$ cat src/rtl/octo_button_reader.sv
// Eight-channel button reader: 2-flop sync, tick-based debounce, press/release pulses, event FIFO.
// Level/pulse latency 2 + DEBOUNCE_TICKS*TICK_DIV cycles max; events wait in pending bits while the FIFO is full.
module octo_evt_fifo #(
  parameter int W     = 4,
  parameter int DEPTH = 8
) (
  input  logic         clk,
  input  logic         rst,
  input  logic         wr_vld,
  input  logic [W-1:0] wr_dat,
  output logic         wr_rdy,
  output logic         rd_vld,
  output logic [W-1:0] rd_dat,
  input  logic         rd_rdy
);
  // First-word fall-through; full flag from the registered count, so no push while full even on a pop.
  localparam int AW = $clog2(DEPTH);
  localparam logic [AW:0] FULL_CNT = (AW+1)'(DEPTH);

  logic [W-1:0]  mem [DEPTH];
  logic [AW-1:0] wr_ptr, rd_ptr;
  logic [AW:0]   count;
  logic          do_wr, do_rd;

  assign wr_rdy = (count < FULL_CNT);
  assign rd_vld = (count != '0);
  assign rd_dat = rd_vld ? mem[rd_ptr] : '0;
  assign do_wr  = wr_vld & wr_rdy;
  assign do_rd  = rd_vld & rd_rdy;

  always_ff @(posedge clk) begin
    if (do_wr) mem[wr_ptr] <= wr_dat;
  end

  always_ff @(posedge clk) begin
    if (rst) begin
      wr_ptr <= '0;
      rd_ptr <= '0;
      count  <= '0;
    end else begin
      if (do_wr) wr_ptr <= wr_ptr + 1'b1;
      if (do_rd) rd_ptr <= rd_ptr + 1'b1;
      case ({do_wr, do_rd})
        2'b10:   count <= count + 1'b1;
        2'b01:   count <= count - 1'b1;
        default: count <= count;
      endcase
    end
  end
endmodule

module octo_button_reader #(
  parameter int TICK_DIV       = 25_000,
  parameter int DEBOUNCE_TICKS = 10,
  parameter int FIFO_DEPTH     = 8
) (
  input  logic       clk_i,
  input  logic       rst_i,
  input  logic [7:0] btn_i,
  output logic [7:0] level_o,
  output logic [7:0] press_o,
  output logic [7:0] release_o,
  output logic       evt_valid_o,
  output logic [3:0] evt_data_o,
  input  logic       evt_ready_i,
  output logic       overflow_o,
  input  logic       ovf_clr_i
);
  localparam int PW = $clog2(TICK_DIV);
  localparam int CW = $clog2(DEBOUNCE_TICKS);
  localparam logic [PW-1:0] PRE_MAX = PW'(TICK_DIV - 1);
  localparam logic [CW-1:0] CNT_MAX = CW'(DEBOUNCE_TICKS - 1);

  logic [7:0]    sync1, sync2;
  logic [PW-1:0] prescaler;
  logic          tick;
  logic [CW-1:0] cnt [8];
  logic [7:0]    level, press, rel;
  logic [15:0]   pend, pend_set, grant;
  logic          can_push, push_vld, ovf_set, overflow;
  logic [3:0]    push_dat;

  always_ff @(posedge clk_i) begin
    if (rst_i) begin
      sync1 <= '0;
      sync2 <= '0;
    end else begin
      sync1 <= btn_i;
      sync2 <= sync1;
    end
  end

  assign tick = (prescaler == PRE_MAX);

  always_ff @(posedge clk_i) begin
    if (rst_i)     prescaler <= '0;
    else if (tick) prescaler <= '0;
    else           prescaler <= prescaler + 1'b1;
  end

  // Any agreeing cycle restarts the count, so only a full run of mismatched ticks flips the level.
  always_ff @(posedge clk_i) begin
    if (rst_i) begin
      level <= '0;
      press <= '0;
      rel   <= '0;
      for (int c = 0; c < 8; c++) cnt[c] <= '0;
    end else begin
      for (int c = 0; c < 8; c++) begin
        press[c] <= 1'b0;
        rel[c]   <= 1'b0;
        if (sync2[c] == level[c]) begin
          cnt[c] <= '0;
        end else if (tick) begin
          if (cnt[c] == CNT_MAX) begin
            cnt[c]   <= '0;
            level[c] <= sync2[c];
            press[c] <= sync2[c];
            rel[c]   <= ~sync2[c];
          end else begin
            cnt[c] <= cnt[c] + 1'b1;
          end
        end
      end
    end
  end

  // Bit index equals event code: presses 0..7 outrank releases 8..15; lowest set bit wins.
  assign pend_set = {rel, press};
  assign grant    = can_push ? (pend & (~pend + 16'd1)) : '0;
  assign push_vld = |grant;
  assign ovf_set  = |(pend_set & pend & ~grant);

  always_comb begin
    push_dat = '0;
    for (int e = 0; e < 16; e++) begin
      if (grant[e]) push_dat = 4'(e);
    end
  end

  always_ff @(posedge clk_i) begin
    if (rst_i) pend <= '0;
    else       pend <= (pend & ~grant) | pend_set;
  end

  always_ff @(posedge clk_i) begin
    if (rst_i)          overflow <= 1'b0;
    else if (ovf_set)   overflow <= 1'b1;
    else if (ovf_clr_i) overflow <= 1'b0;
  end

  octo_evt_fifo #(.W(4), .DEPTH(FIFO_DEPTH)) u_fifo (
    .clk    (clk_i),
    .rst    (rst_i),
    .wr_vld (push_vld),
    .wr_dat (push_dat),
    .wr_rdy (can_push),
    .rd_vld (evt_valid_o),
    .rd_dat (evt_data_o),
    .rd_rdy (evt_ready_i)
  );

  assign level_o    = level;
  assign press_o    = press;
  assign release_o  = rel;
  assign overflow_o = overflow;
endmodule

$ cat config.mk
export PLATFORM = sky130hd
export DESIGN_NAME = octo_button_reader
export DESIGN_NICKNAME = d
export VERILOG_FILES = /design/src/rtl/octo_button_reader.sv
export SDC_FILE = /design/constraint.sdc
export NUM_CORES = 1
export LEC_CHECK = 0
export BUFFER_PORTS_ARGS = -buffer_cell sky130_fd_sc_hd__clkbuf_2
export CAP_MARGIN = 10
export CORE_MARGIN = 8
export CORE_UTILIZATION = 30
export CTS_CLUSTER_DIAMETER = 150
export DETAILED_ROUTE_END_ITERATION = 8
export GPL_TIMING_DRIVEN = 0
export MAX_ROUTING_LAYER = met4
export PLACE_DENSITY = 0.48
export SYNTH_ARGS = -nofsm -noshare
export SYNTH_HDL_FRONTEND = slang
export SYNTH_SLANG_ARGS = --single-unit
$ cat constraint.sdc
create_clock -name clk_i -period 3.42 [get_ports clk_i]
set_input_delay 0.513 -clock clk_i [delete_from_list [all_inputs] [get_ports clk_i]]
set_output_delay 0.513 -clock clk_i [all_outputs]
set_load 0.02 [all_outputs]
==> out/results.txt <==
Ys Warns - 0
Req. time, crit path - 3.76 ns
Area grow syn2layout - 17.8%
Critical path endpoint category - register
Combinational share of power - 0.018
Prevailing post-synth register cell - dfxtp_1
Mapped Avg Cell Area - 11.0 sq um
Seq pwr share - 0.500
Clock Latency Late Sink - 0.42 ns
Synth Register Bits - 149
Switching Share - 0.219
I/O pins - 42
Final Cell Area - 0.00759 sq mm
Die width - 163 um
R2R cell count - 11
CP arrival - 3.48 ns
Critical Setup Path Class - reg2reg
Grt total ovfl - 0
Leak - 2.86 nW
Area of the multi-input gates - 0.00267 sq mm
RSZ-0062 raised after global routing - no
Port buffer count - 41
Post-DP HPWL - 10.6 mm
Top-area cell type share of the netlist area - 0.298
Fraction of the yosys area taken by sequential cells - 0.562
CORE AREA - 0.0211 sq mm
Initial antenna violation count - 0
Residual DRC - 0
Setup Skew - 0.00849 ns
Pin count of the biggest net entering global routing - 17
FF/Latch Area - 0.00362 sq mm
WHS Endpoint - sync1[3]$_SDFF_PP0_
Worst hold-check path type - in2reg
Hold_ws - 0.299 ns
VDD IR max - 0.000302 V
Final min period - 3.14 ns
Max-slew violation count - 0
Status - completed
Max-cap viol count - 0
CTS sink cnt - 149
Initial Utilization - 0.306
Slew HR - 0.282
Pwr/cell area - 495 mW/mm^2
Global-route usage over all layers - 0.118
WL per Instance - 15.7 um
Synth area leaders - edfxtp_1 30%, dfxtp_1 26%, nor2_1 5.6%
Number of global-route vias before repair - 4496
Final WL - 14.7 mm
1st-pass router iterations - 5
ANT cells - 0
Row Count - 53
Min-delay src - btn_i[3]
Hold Vio Cnt, Final - 0
Internal power - 2.94 mW
Cts bufs inserted - 17
Most frequent cells in the layout - 96 x nor2_1, 85 x dfxtp_1, 64 x edfxtp_1
Cells after Synth - 585
R2r endpoint - u_fifo.count[2]$_SDFFE_PP0P_
Fin nets - 680
Commonest non-fill, non-tap cell in the layout - nor2_1
Root buffer cell - clkbuf_16
Post-route ant nets - 0
First-pass GRT wire length - 23.6 mm
Asr flop ratio synth - 0
CTS max path bufs - 2
Post-Syn Nets - 619
Clock share of power - 0.482
Initial DRC count - 208
Clock transition at path regs - 0.06 ns
RR Startpoint - pend[12]$_SDFF_PP0_
Die Area - 0.0264 sq mm
Die height - 163 um
Slew @ Worst Pin - 1.07 ns
H-tree depth - 4
Placed cell area - 0.00700 sq mm
Post-CTS Setup Repair Bufs - 0
Setup violations, final - 0
Post-CTS sizing - 0
Post-synthesis cell type count - 53
Final TNS setup - 0 ns
Fill count - 2127
Netlist Area Pre-Place - 0.00644 sq mm
Switch Pwr - 823 uW
FMAX - 0.318 GHz
Number of synthesized flops with an enable pin - 64
TritonCTS clock tree - built
Setup crit start kind - register
Post-synth top area cell - edfxtp_1
Share of cells above drive strength 1 - 0.150
CP Max Fanout - 7
FF-to-FF setup slack - 0.28 ns
Worst Hold Depth - 2
Final Wtd Congestion - 0.802
Via count - 4490
Hold buffers post-CTS - 0
Via/cell ratio - 4.81
Part of the cycle the worst path needs - 0.918
-- worst max-delay path by stage --
stage,end,slack [ns],depth (start not counted),from
2_1_floorplan,u_fifo.count[2]$_SDFFE_PP0P_,0.73,12,pend[10]$_SDFF_PP0_
5_1_grt,u_fifo.count[2]$_SDFFE_PP0P_,0.10,11,pend[12]$_SDFF_PP0_
3_5_place_dp,u_fifo.count[2]$_SDFFE_PP0P_,0.18,12,pend[10]$_SDFF_PP0_
4_1_cts,u_fifo.count[2]$_SDFFE_PP0P_,0.18,12,pend[10]$_SDFF_PP0_
3_3_place_gp,u_fifo.count[2]$_SDFFE_PP0P_,0.32,12,pend[10]$_SDFF_PP0_
6_report,u_fifo.count[2]$_SDFFE_PP0P_,0.28,11,pend[12]$_SDFF_PP0_
-- layer usage --
metal	wire (um)	share of wire	global-route usage
met5	0	0	-
met2	7120	0.49	0.191
met3	622	0.042	0.0364
met4	221	0.015	0.0430
met1	6690	0.46	0.135
-- Yosys cell counts (3+ instances only) --
cell type  instances
nor4_1            14
xnor2_1           22
nand3_1           24
nor4_4             3
clkbuf_1          12
nand2b_1           4
dfxtp_1           85
or3_1             11
a22o_1             3
ha_1              22
nor3_1            10
xor2_1            20
a22oi_1            3
o21ai_0           15
inv_1             26
mux2i_1           13
buf_2              3
edfxtp_1          64
nor2b_1           17
nor4b_1            7
o211ai_1          10
and3_1             4
nand2_1           26
nor2_1            96
a21oi_1           29
mux4_2             8
-- cells by family (layout without fill, tap and decap cells) --
logic type,after synthesis,in the layout,synth area share
compound gates,78,78,0.0763
xor+xnor,42,42,0.0571
fa+ha+maj,22,22,0.0427
buf+inv,42,116,0.0262
flops,149,149,0.562
mux,21,21,0.0481
simple gates,231,231,0.187
-- sequential cells by signal (all words and copies together) (netlist names), named ones only --
register and flops:
prescaler 15, overflow_o 1, press_o 8, pend 16
sync2 8, u_fifo.mem 32, u_fifo.rd_ptr 3, u_fifo.count 4
level_o 8, sync1 8, u_fifo.wr_ptr 3, release_o 8
cnt 32
-- layout make-up --
class | instances | area share
Buffer | 16 | 0.00939
Clock buffer | 21 | 0.0651
Clock inverter | 11 | 0.0114
Inverter | 26 | 0.0129
Multi-Input combinational cell | 394 | 0.351
Sequential cell | 149 | 0.477
Tap cell | 275 | 0.0453
Timing Repair Buffer | 42 | 0.0277
-- power groups by stage --
stage          sequential (mW)  clock, mW  combinational [mW]
2_1_floorplan             1.92          0              0.0428
3_3_place_gp              1.92          0              0.0674
3_5_place_dp              1.92          0              0.0688
4_1_cts                   1.88       1.87              0.0692
5_1_grt                   1.88       1.93              0.0759
6_report                  1.88       1.81              0.0670
-- through the flow --
step | cells | power, mW | util | setup slack (ns)
2_1_floorplan | 585 | 1.96 | - | 0.726
3_3_place_gp | 901 | 1.99 | 0.332 | 0.325
3_5_place_dp | 902 | 1.99 | 0.332 | 0.183
4_1_cts | 934 | 3.82 | 0.359 | 0.177
5_1_grt | 934 | 3.89 | 0.360 | 0.102
6_report | 934 | 3.76 | 0.360 | 0.279
-- worst max-delay path, cell delays in order (launching register included) --
cell and delay, ns:
dfxtp_1 0.37, nor4_1 0.56, a21bo_2 0.26, a21oi_2 0.09, nor2_1 0.39, ha_1 0.37, xor2_1 0.10, ha_1 0.18
a21oi_1 0.17, xor2_1 0.11, or3_1 0.31, a21oi_1 0.15
No activity file was read; power rests on OpenSTA's default activity.
